## config.mk

```make
export PLATFORM = sky130hd
export DESIGN_NAME = snooper_command_controller
export DESIGN_NICKNAME = d
export VERILOG_FILES = /design/src/rtl/snooper_cmd_pkg.sv /design/src/rtl/hex_ascii_encoder.sv /design/src/rtl/snooper_command_controller.sv
export SDC_FILE = /design/constraint.sdc
export NUM_CORES = 1
export LEC_CHECK = 0
export BUFFER_PORTS_ARGS = -buffer_cell sky130_fd_sc_hd__clkbuf_2
export CAP_MARGIN = 20
export CORE_ASPECT_RATIO = 1.4
export CORE_MARGIN = 10
export CORE_UTILIZATION = 40
export DETAILED_ROUTE_END_ITERATION = 10
export GPL_TIMING_DRIVEN = 1
export HOLD_SLACK_MARGIN = 0.15
export PLACE_DENSITY = 0.64
export SETUP_SLACK_MARGIN = 0.2
export SLEW_MARGIN = 30
export SYNTH_ARGS = -nofsm -noshare
export SYNTH_HDL_FRONTEND = slang
export SYNTH_SLANG_ARGS = --single-unit
export TNS_END_PERCENT = 5
```

## constraint.sdc

```tcl
create_clock -name comm_clock -period 2.5 [get_ports comm_clock]
set_clock_uncertainty 0.2 [all_clocks]
set_input_delay 0.625 -clock comm_clock [delete_from_list [all_inputs] [get_ports comm_clock]]
set_output_delay 0.625 -clock comm_clock [all_outputs]
set_load 0.02 [all_outputs]
```

## src/rtl/snooper_cmd_pkg.sv

```systemverilog
// Shared command/reply byte codes and controller state encoding for the snooper
// command path.
package snooper_cmd_pkg;

    localparam logic [7:0] CMD_RECORD  = 8'h72;  // 'r'
    localparam logic [7:0] CMD_TRIGGER = 8'h74;  // 't'
    localparam logic [7:0] CMD_DUMP    = 8'h64;  // 'd'
    localparam logic [7:0] CMD_ABORT   = 8'h78;  // 'x'

    localparam logic [7:0] RPL_RECORD  = 8'h52;  // 'R'
    localparam logic [7:0] RPL_UNKNOWN = 8'h3F;  // '?'

    localparam logic [7:0] CHR_SPACE   = 8'h20;
    localparam logic [7:0] CHR_CR      = 8'h0D;
    localparam logic [7:0] CHR_LF      = 8'h0A;

    typedef enum logic [2:0] {
        IDLE      = 3'd0,
        REC_WAIT  = 3'd1,
        DUMP_LOAD = 3'd2,
        DUMP_HEX  = 3'd3,
        DUMP_SEP  = 3'd4,
        DUMP_NEXT = 3'd5,
        DUMP_TERM = 3'd6,
        REPLY     = 3'd7
    } state_t;

endpackage

```

## src/rtl/hex_ascii_encoder.sv

```systemverilog
// Combinational nibble to upper-case ASCII hex digit.
module hex_ascii_encoder (
    input  logic [3:0] nibble,
    output logic [7:0] ascii
);

    always_comb begin
        if (nibble < 4'd10) begin
            ascii = 8'h30 + {4'd0, nibble};
        end else begin
            ascii = 8'h37 + {4'd0, nibble};
        end
    end

endmodule

```

## src/rtl/snooper_command_controller.sv

```systemverilog
// Byte-command front end for the capture snooper: arms/triggers recording and
// streams captured words out as ASCII hex over the usart.
//
// state     | meaning
// IDLE      | waiting for a command byte
// REC_WAIT  | capture armed, waiting for record_end
// DUMP_LOAD | one-cycle settle after dump_start/dump_next, then latch word or finish
// DUMP_HEX  | sending the hex digits of the latched word, MS nibble first
// DUMP_SEP  | sending the space after a word
// DUMP_NEXT | pulsing dump_next and bumping the word counter
// DUMP_TERM | sending CR then LF (normal end or abort)
// REPLY     | sending a single reply byte
module snooper_command_controller
    import snooper_cmd_pkg::*;
#(
    parameter int BITWIDTH = 32,
    parameter int DEPTH    = 128
) (
    input  logic                comm_clock,
    input  logic                reset_n,
    input  logic [7:0]          rx_data,
    input  logic                rx_valid,
    output logic [7:0]          tx_data,
    output logic                tx_start,
    input  logic                tx_busy,
    output logic                record_start,
    output logic                record_trigger,
    input  logic                record_end,
    output logic                dump_start,
    output logic                dump_next,
    input  logic                dump_end,
    input  logic [BITWIDTH-1:0] data_in,
    output logic                busy
);

    localparam int NIBBLES = BITWIDTH / 4;
    localparam int CNT_W   = $clog2(DEPTH + 1);
    localparam int DIG_W   = $clog2(NIBBLES + 1);

    state_t              state_q, state_d;
    logic [CNT_W-1:0]    word_cnt_q, word_cnt_d;
    logic [BITWIDTH-1:0] shift_q, shift_d;
    logic [DIG_W-1:0]    digit_cnt_q, digit_cnt_d;
    logic                term_lf_q, term_lf_d;
    logic                load_wait_q, load_wait_d;
    logic [7:0]          reply_q, reply_d;
    logic                tx_gap_q;
    logic [7:0]          tx_data_d, hex_char;
    logic                tx_start_d, record_start_d, record_trigger_d;
    logic                dump_start_d, dump_next_d;
    logic                can_send, abort_req;

    hex_ascii_encoder u_hex (
        .nibble (shift_q[BITWIDTH-1 -: 4]),
        .ascii  (hex_char)
    );

    // A byte may only go out once the previous strobe is at least a cycle old
    // and the transmitter has had the chance to raise tx_busy.
    assign can_send  = !tx_busy && !tx_start && !tx_gap_q;
    assign abort_req = rx_valid && (rx_data == CMD_ABORT);
    assign busy      = (state_q != IDLE);

    always_comb begin
        state_d          = state_q;
        word_cnt_d       = word_cnt_q;
        shift_d          = shift_q;
        digit_cnt_d      = digit_cnt_q;
        term_lf_d        = term_lf_q;
        load_wait_d      = load_wait_q;
        reply_d          = reply_q;
        tx_data_d        = tx_data;
        tx_start_d       = 1'b0;
        record_start_d   = 1'b0;
        record_trigger_d = 1'b0;
        dump_start_d     = 1'b0;
        dump_next_d      = 1'b0;

        case (state_q)
            IDLE: begin
                if (rx_valid) begin
                    case (rx_data)
                        CMD_RECORD: begin
                            record_start_d = 1'b1;
                            state_d        = REC_WAIT;
                        end
                        CMD_TRIGGER: record_trigger_d = 1'b1;
                        CMD_DUMP: begin
                            dump_start_d = 1'b1;
                            word_cnt_d   = '0;
                            load_wait_d  = 1'b1;
                            state_d      = DUMP_LOAD;
                        end
                        CMD_ABORT: ;
                        default: begin
                            reply_d = RPL_UNKNOWN;
                            state_d = REPLY;
                        end
                    endcase
                end
            end
            REC_WAIT: begin
                if (record_end) begin
                    reply_d = RPL_RECORD;
                    state_d = REPLY;
                end else if (rx_valid && rx_data == CMD_TRIGGER) begin
                    record_trigger_d = 1'b1;
                end else if (abort_req) begin
                    term_lf_d = 1'b0;
                    state_d   = DUMP_TERM;
                end
            end
            DUMP_LOAD: begin
                if (abort_req) begin
                    term_lf_d = 1'b0;
                    state_d   = DUMP_TERM;
                end else if (load_wait_q) begin
                    load_wait_d = 1'b0;
                end else if (dump_end || word_cnt_q == CNT_W'(DEPTH)) begin
                    term_lf_d = 1'b0;
                    state_d   = DUMP_TERM;
                end else begin
                    shift_d     = data_in;
                    digit_cnt_d = DIG_W'(NIBBLES);
                    state_d     = DUMP_HEX;
                end
            end
            DUMP_HEX: begin
                if (abort_req) begin
                    term_lf_d = 1'b0;
                    state_d   = DUMP_TERM;
                end else if (can_send) begin
                    tx_start_d  = 1'b1;
                    tx_data_d   = hex_char;
                    shift_d     = {shift_q[BITWIDTH-5:0], 4'h0};
                    digit_cnt_d = digit_cnt_q - 1'b1;
                    if (digit_cnt_q == DIG_W'(1)) begin
                        state_d = DUMP_SEP;
                    end
                end
            end
            DUMP_SEP: begin
                if (abort_req) begin
                    term_lf_d = 1'b0;
                    state_d   = DUMP_TERM;
                end else if (can_send) begin
                    tx_start_d = 1'b1;
                    tx_data_d  = CHR_SPACE;
                    state_d    = DUMP_NEXT;
                end
            end
            DUMP_NEXT: begin
                if (abort_req) begin
                    term_lf_d = 1'b0;
                    state_d   = DUMP_TERM;
                end else begin
                    dump_next_d = 1'b1;
                    if (word_cnt_q != CNT_W'(DEPTH)) begin
                        word_cnt_d = word_cnt_q + 1'b1;
                    end
                    load_wait_d = 1'b1;
                    state_d     = DUMP_LOAD;
                end
            end
            DUMP_TERM: begin
                if (can_send) begin
                    tx_start_d = 1'b1;
                    tx_data_d  = term_lf_q ? CHR_LF : CHR_CR;
                    if (term_lf_q) begin
                        state_d = IDLE;
                    end else begin
                        term_lf_d = 1'b1;
                    end
                end
            end
            REPLY: begin
                // An abort drops a reply byte that has not gone out yet.
                if (abort_req) begin
                    term_lf_d = 1'b0;
                    state_d   = DUMP_TERM;
                end else if (can_send) begin
                    tx_start_d = 1'b1;
                    tx_data_d  = reply_q;
                    state_d    = IDLE;
                end
            end
            default: state_d = IDLE;
        endcase
    end

    always_ff @(posedge comm_clock or negedge reset_n) begin
        if (!reset_n) begin
            state_q        <= IDLE;
            word_cnt_q     <= '0;
            shift_q        <= '0;
            digit_cnt_q    <= '0;
            term_lf_q      <= 1'b0;
            load_wait_q    <= 1'b0;
            reply_q        <= 8'h00;
            tx_gap_q       <= 1'b0;
            tx_data        <= 8'h00;
            tx_start       <= 1'b0;
            record_start   <= 1'b0;
            record_trigger <= 1'b0;
            dump_start     <= 1'b0;
            dump_next      <= 1'b0;
        end else begin
            state_q        <= state_d;
            word_cnt_q     <= word_cnt_d;
            shift_q        <= shift_d;
            digit_cnt_q    <= digit_cnt_d;
            term_lf_q      <= term_lf_d;
            load_wait_q    <= load_wait_d;
            reply_q        <= reply_d;
            tx_gap_q       <= tx_start;
            tx_data        <= tx_data_d;
            tx_start       <= tx_start_d;
            record_start   <= record_start_d;
            record_trigger <= record_trigger_d;
            dump_start     <= dump_start_d;
            dump_next      <= dump_next_d;
        end
    end

endmodule

```

## Word-level counts from Yosys, hierarchy flattened

Index checks and enable logic that the tools add are counted.
W data, S select, Z words.

| word-level totals | value |
|---|---|
| register bits | 71 |
| output and inout bits | 14 |

| operators by class | value |
|---|---|
| equal/unequal tests | 42 |
| multiplexer cells | 79 |
| reductions and logical operators | 27 |
| order comparisons | 1 |
| $add $sub $neg | 4 |

Operator list:

| kind | number |
|---|---|
| $mux W32 | 5 |
| $mux W8 | 15 |
| $pmux W32 S2 | 1 |
| $mux W3 | 18 |
| $ne A2 B2 Y1 const B | 19 |
| $eq A8 B7 Y1 const B | 4 |
| $pmux W8 S2 | 2 |
| $pmux W8 S4 | 1 |
| $mux W1 | 25 |
| $ne A3 B3 Y1 const B | 8 |
| $pmux W3 S8 | 1 |
| $mux W4 | 5 |
| $add A6 B4 Y7 const A | 2 |
| $eq A3 B3 Y1 const B | 4 |
| $reduce_and A6 Y1 | 2 |
| $reduce_and A11 Y1 | 1 |
| $reduce_and A5 Y1 | 2 |
| $pmux W3 S3 | 1 |
| $add A8 B1 Y8 const B | 1 |
| $eq A8 B8 Y1 const B | 1 |
| $ne A8 B8 Y1 const B | 1 |
| $pmux W4 S2 | 1 |
| $reduce_and A8 Y1 | 1 |
| $reduce_bool A4 Y1 | 2 |
| other kinds (19) | 30 |

## Longest topological paths before layout

| logic depth | value |
|---|---|
| depth in word-level cells | 6 |
| gate-level depth with buffers | 8 |
| mapped depth without buffers | 7 |

## Cells and area by module

A second synthesis with hierarchy kept.

| unflattened totals | value |
|---|---|
| cells, all modules | 392 |
| area total of the unflattened synthesis | 3,708.6 µm² |

Modules (own cells, without submodules):

| module | cells an instance | area an instance (µm²) | instances |
|---|---|---|---|
| snooper_command_controller | 376 | 3,603.5 | 1 |
| hex_ascii_encoder | 16 | 105.1 | 1 |

## Worst setup path before layout

Ideal clock, no wire load.

| path | value |
|---|---|
| kind | input -> register |
| start | input rx_data[1] |
| end | register state_q[0] |
| path slack | -0.197 ns |
| buffers on the path | 1 |
| setup time | 0.125 ns |
| stages on the path | 6 |
| arrival | 2.372 ns |
| path through | or4b_4 -> or3_1 -> buf_6 -> and4_4 -> nor3b_4 -> mux2_2 |

| on the way | value |
|---|---|
| cells in the longest elaborated chain, start to end | 5 |

Ends and longest elaborated chain:

| item | line | RTL |
|---|---|---|
| from (decl) | snooper_command_controller.sv:21 | `input logic [7:0] rx_data,` |
| $eq A8 B7 Y1 (on tied branches) | snooper_command_controller.sv:61, snooper_command_controller.sv:82, snooper_command_controller.sv:106 |  |
| $reduce_or A2 Y1 (no source line) | -- |  |
| $pmux W3 S3 | snooper_command_controller.sv:82 | `case (rx_data)` |
| $mux W3 | snooper_command_controller.sv:81 | `if (rx_valid) begin` |
| $pmux W3 S8 | snooper_command_controller.sv:79 | `case (state_q)` |
| to (signal assigned) | snooper_command_controller.sv:208 | `state_q <= state_d;` |
| to (decl) | snooper_command_controller.sv:40 | `state_t state_q, state_d;` |

Several ways; a longest one is shown, not always the timed one. The select of a mux whose other input is x is not followed.
A chain may end at the register's enable or synchronous reset.

## Final worst setup path

| path | value |
|---|---|
| start | input rx_data[2] |
| end | register state_q[2] |

The elaborated chain is that of the path after synthesis.

==> run metrics <==
run status=finished clean; Slew HR=65.47%; cells on worst reg2reg path=6; gpl congestion=0.8359; final WL=9043 um; overall power=5.741 mW; vias in the first global route=3194; CP cell instances=buf_6 -> or4b_4 -> or3_4 -> and4_4 -> nor3b_4 -> mux2_4; ranking of synthesized cells by area=dfrtp_1, mux2i_1, nand2_1; worst setup slack after layout=132.4 ps; drt initial violations=157; leak pwr=2.363 nW; # IOs=60; DP Area=4244 um2; Cell Area, Synth=3512 um2; First-pass DRT Iterations=4; total global-route track usage=13.97%; H-tree depth=3; EDFF count, synth=0; Post-DRT Antenna Nets=0; post-synthesis sequential area ratio=46.31%; total CTS buffers=9; FP Rows=40; CP Capture Type=flop; Place WS=-224.4 ps; P per Cell Area=1220 nW/um2; slowest stage cell, crit path=or4b_4; DIE AREA=12980 um2; Tmin final=2368 ps; r2r startpoint=tx_start$_DFF_PN0_; Netlist cell types=62; DRC violations left=0; hold-critical path depth=2; Worst EP required=2510 ps; largest net degree at the start of global routing=30; top_reg_cell synth=dfrtp_1; post-synthesis cell count=371; Yosys Warn Count=0; arrival time at the worst endpoint=2380 ps; Hold Path Origin=shift_q[22]$_DFFE_PN0P_; Clock Tree Buf Depth=2; non-filler cells, final=578; critical path's top delay family=simple AND/OR/NAND/NOR gates; crit path kind=input port to flop; port buffer count=58; Synth async-reset ratio=100.0%; vias=3105; Hold WS=280.5 ps; HP Class=flop to flop; final setup vio count=0; hpwl dp=6842 um; Initial Util=41.04%; setup TNS=0 ps; global route total overflow=0; share of layout cells above drive strength 1=31.29%; number of inserted diodes=0; maxcap violations=0; mean post-synth cell area=9.467 um2; Synth Net Count=422; Final #Nets=519; RSZ-0062 raised after global routing=yes; Worst Setup SP=rx_data[2]; Hold Path Sink=shift_q[22]$_DFFE_PN0P_; Vias/cell=5.372; root buffer selected by CTS=clkbuf_16; Routed WL per cell=15.65 um; DIE HEIGHT=130.9 um; slowest stage delay, CP=540 ps; r2r setup slk=150 ps; initial antenna violation count=0; final count of pins violating max slew=0; clk sinks=65; post-synth top area cell=dfrtp_1; commonest non-fill, non-tap cells in the layout=dfrtp_1, clkbuf_2, nand2_1, buf_4, o21ai_1; maximum clock rate=422.4 MHz; Hold Vio Cnt, Final=0; clock latency at the later pin of the worst-skew pair=330 ps; Placed Cells=556; P&R area growth vs syn=33.95%; Synth Register Bits=65; commonest non-fill, non-tap cell in the layout=dfrtp_1; first-pass GRT wire length=14810 um; Least-Margin Pin Slew=513.2 ps; DIE WIDTH=99.20 um; worst path bufs/invs=1; crit path max fanout=3; CTS tree=done; Critical R2R Capture=state_q[2]$_DFFE_PN0P_; final core occ=54.97%; design area=4705 um2; Synth top area share=46.31%; fin crit share=94.70%; startpoint types=input port; clock-pin slew on the worst setup and hold paths=50 ps; core area=8558 um2; maximum VDD drop=0.6129 mV
[power breakdown]
group | total [mW] | switching (mW) | leakage, nW | internal (mW)
sequential | 1.76 | 0.308 | 0.822 | 1.46
combinational | 2.62 | 1.36 | 1.38 | 1.26
clock | 1.35 | 0.456 | 0.159 | 0.898
total | 5.74 | 2.13 | 2.36 | 3.61
[state kept, by name (all words and copies together), names as in the netlist]
signal and cells:
tx_gap_q 1, dump_next 1, tx_start 1, shift_q 32, tx_data 7, record_start 1
state_q 3, term_lf_q 1, word_cnt_q 8, reply_q 3, record_trigger 1, digit_cnt_q 4
dump_start 1, load_wait_q 1
[per-layer routing]
layer / track usage, % / share of wire, %
met1: 15.72 / 42
met2: 24.12 / 52
met3: 3.889 / 4.5
met4: 6.171 / 1.9
met5: 0 / 0
[synth_stat cells, types with 4 or more instances]
library cell	count
a31oi_1	8
a21o_1	6
o21ai_1	34
o21ai_0	15
o31ai_1	6
inv_1	14
nand2_1	49
nor3_1	6
nand3_1	9
and3_1	4
nand2b_1	4
a21oi_1	13
nor2_1	21
clkbuf_1	17
dfrtp_1	65
mux2i_1	30
ha_1	5
[layout make-up]
| cell class | instances | area, um2 |
|---|---|---|
| inverters | 15 | 56.30 |
| multi-input cells | 269 | 1839 |
| clock inverters | 5 | 78.83 |
| fillers | 770 | 3854 |
| repair buffers | 108 | 728.2 |
| flip-flops and latches | 65 | 1628 |
| clock buffers | 11 | 242.7 |
| well taps | 105 | 131.4 |
[worst max-delay path by stage]
stage / endpoint / depth (start not counted)
after global placement: state_q[0]$_DFFE_PN0P_ / 6
final: state_q[2]$_DFFE_PN0P_ / 6
after detailed placement: state_q[0]$_DFFE_PN0P_ / 6
after CTS: state_q[2]$_DFFE_PN0P_ / 6
after global routing: busy / 4
after floorplan: state_q[0]$_DFFE_PN0P_ / 6
[worst reg2reg max path: stages (launching register included)]
cell,delay [ps]
dfrtp_1,390
or3_4,410
a211oi_4,310
o311ai_2,150
buf_4,170
nor3b_4,270
mux2_4,330
[logic make-up (layout without fill, tap and decap cells)]
group,count (synthesis),after routing,synth area share [%]
AOI/OAI and AO/OA,101,101,17.71
xor gates and xnor gates,2,2,0.4988
adders and majority gates,5,5,1.781
buffers and inverters,37,139,4.382
DFF,65,65,46.31
muxes,34,34,9.833
other,1,1,0.1068
and+or+nand+nor,126,126,19.38
[what timing repair did]
item	4_1_cts	5_1_grt
hold buffers	1	0
setup endpoints to repair	44	55
hold endpoints to repair	14	0
setup buffers	2	3
gates resized for setup	12	9
pin swaps	7	6
cloned	0	0
No activity file was read; power rests on OpenSTA's default activity.
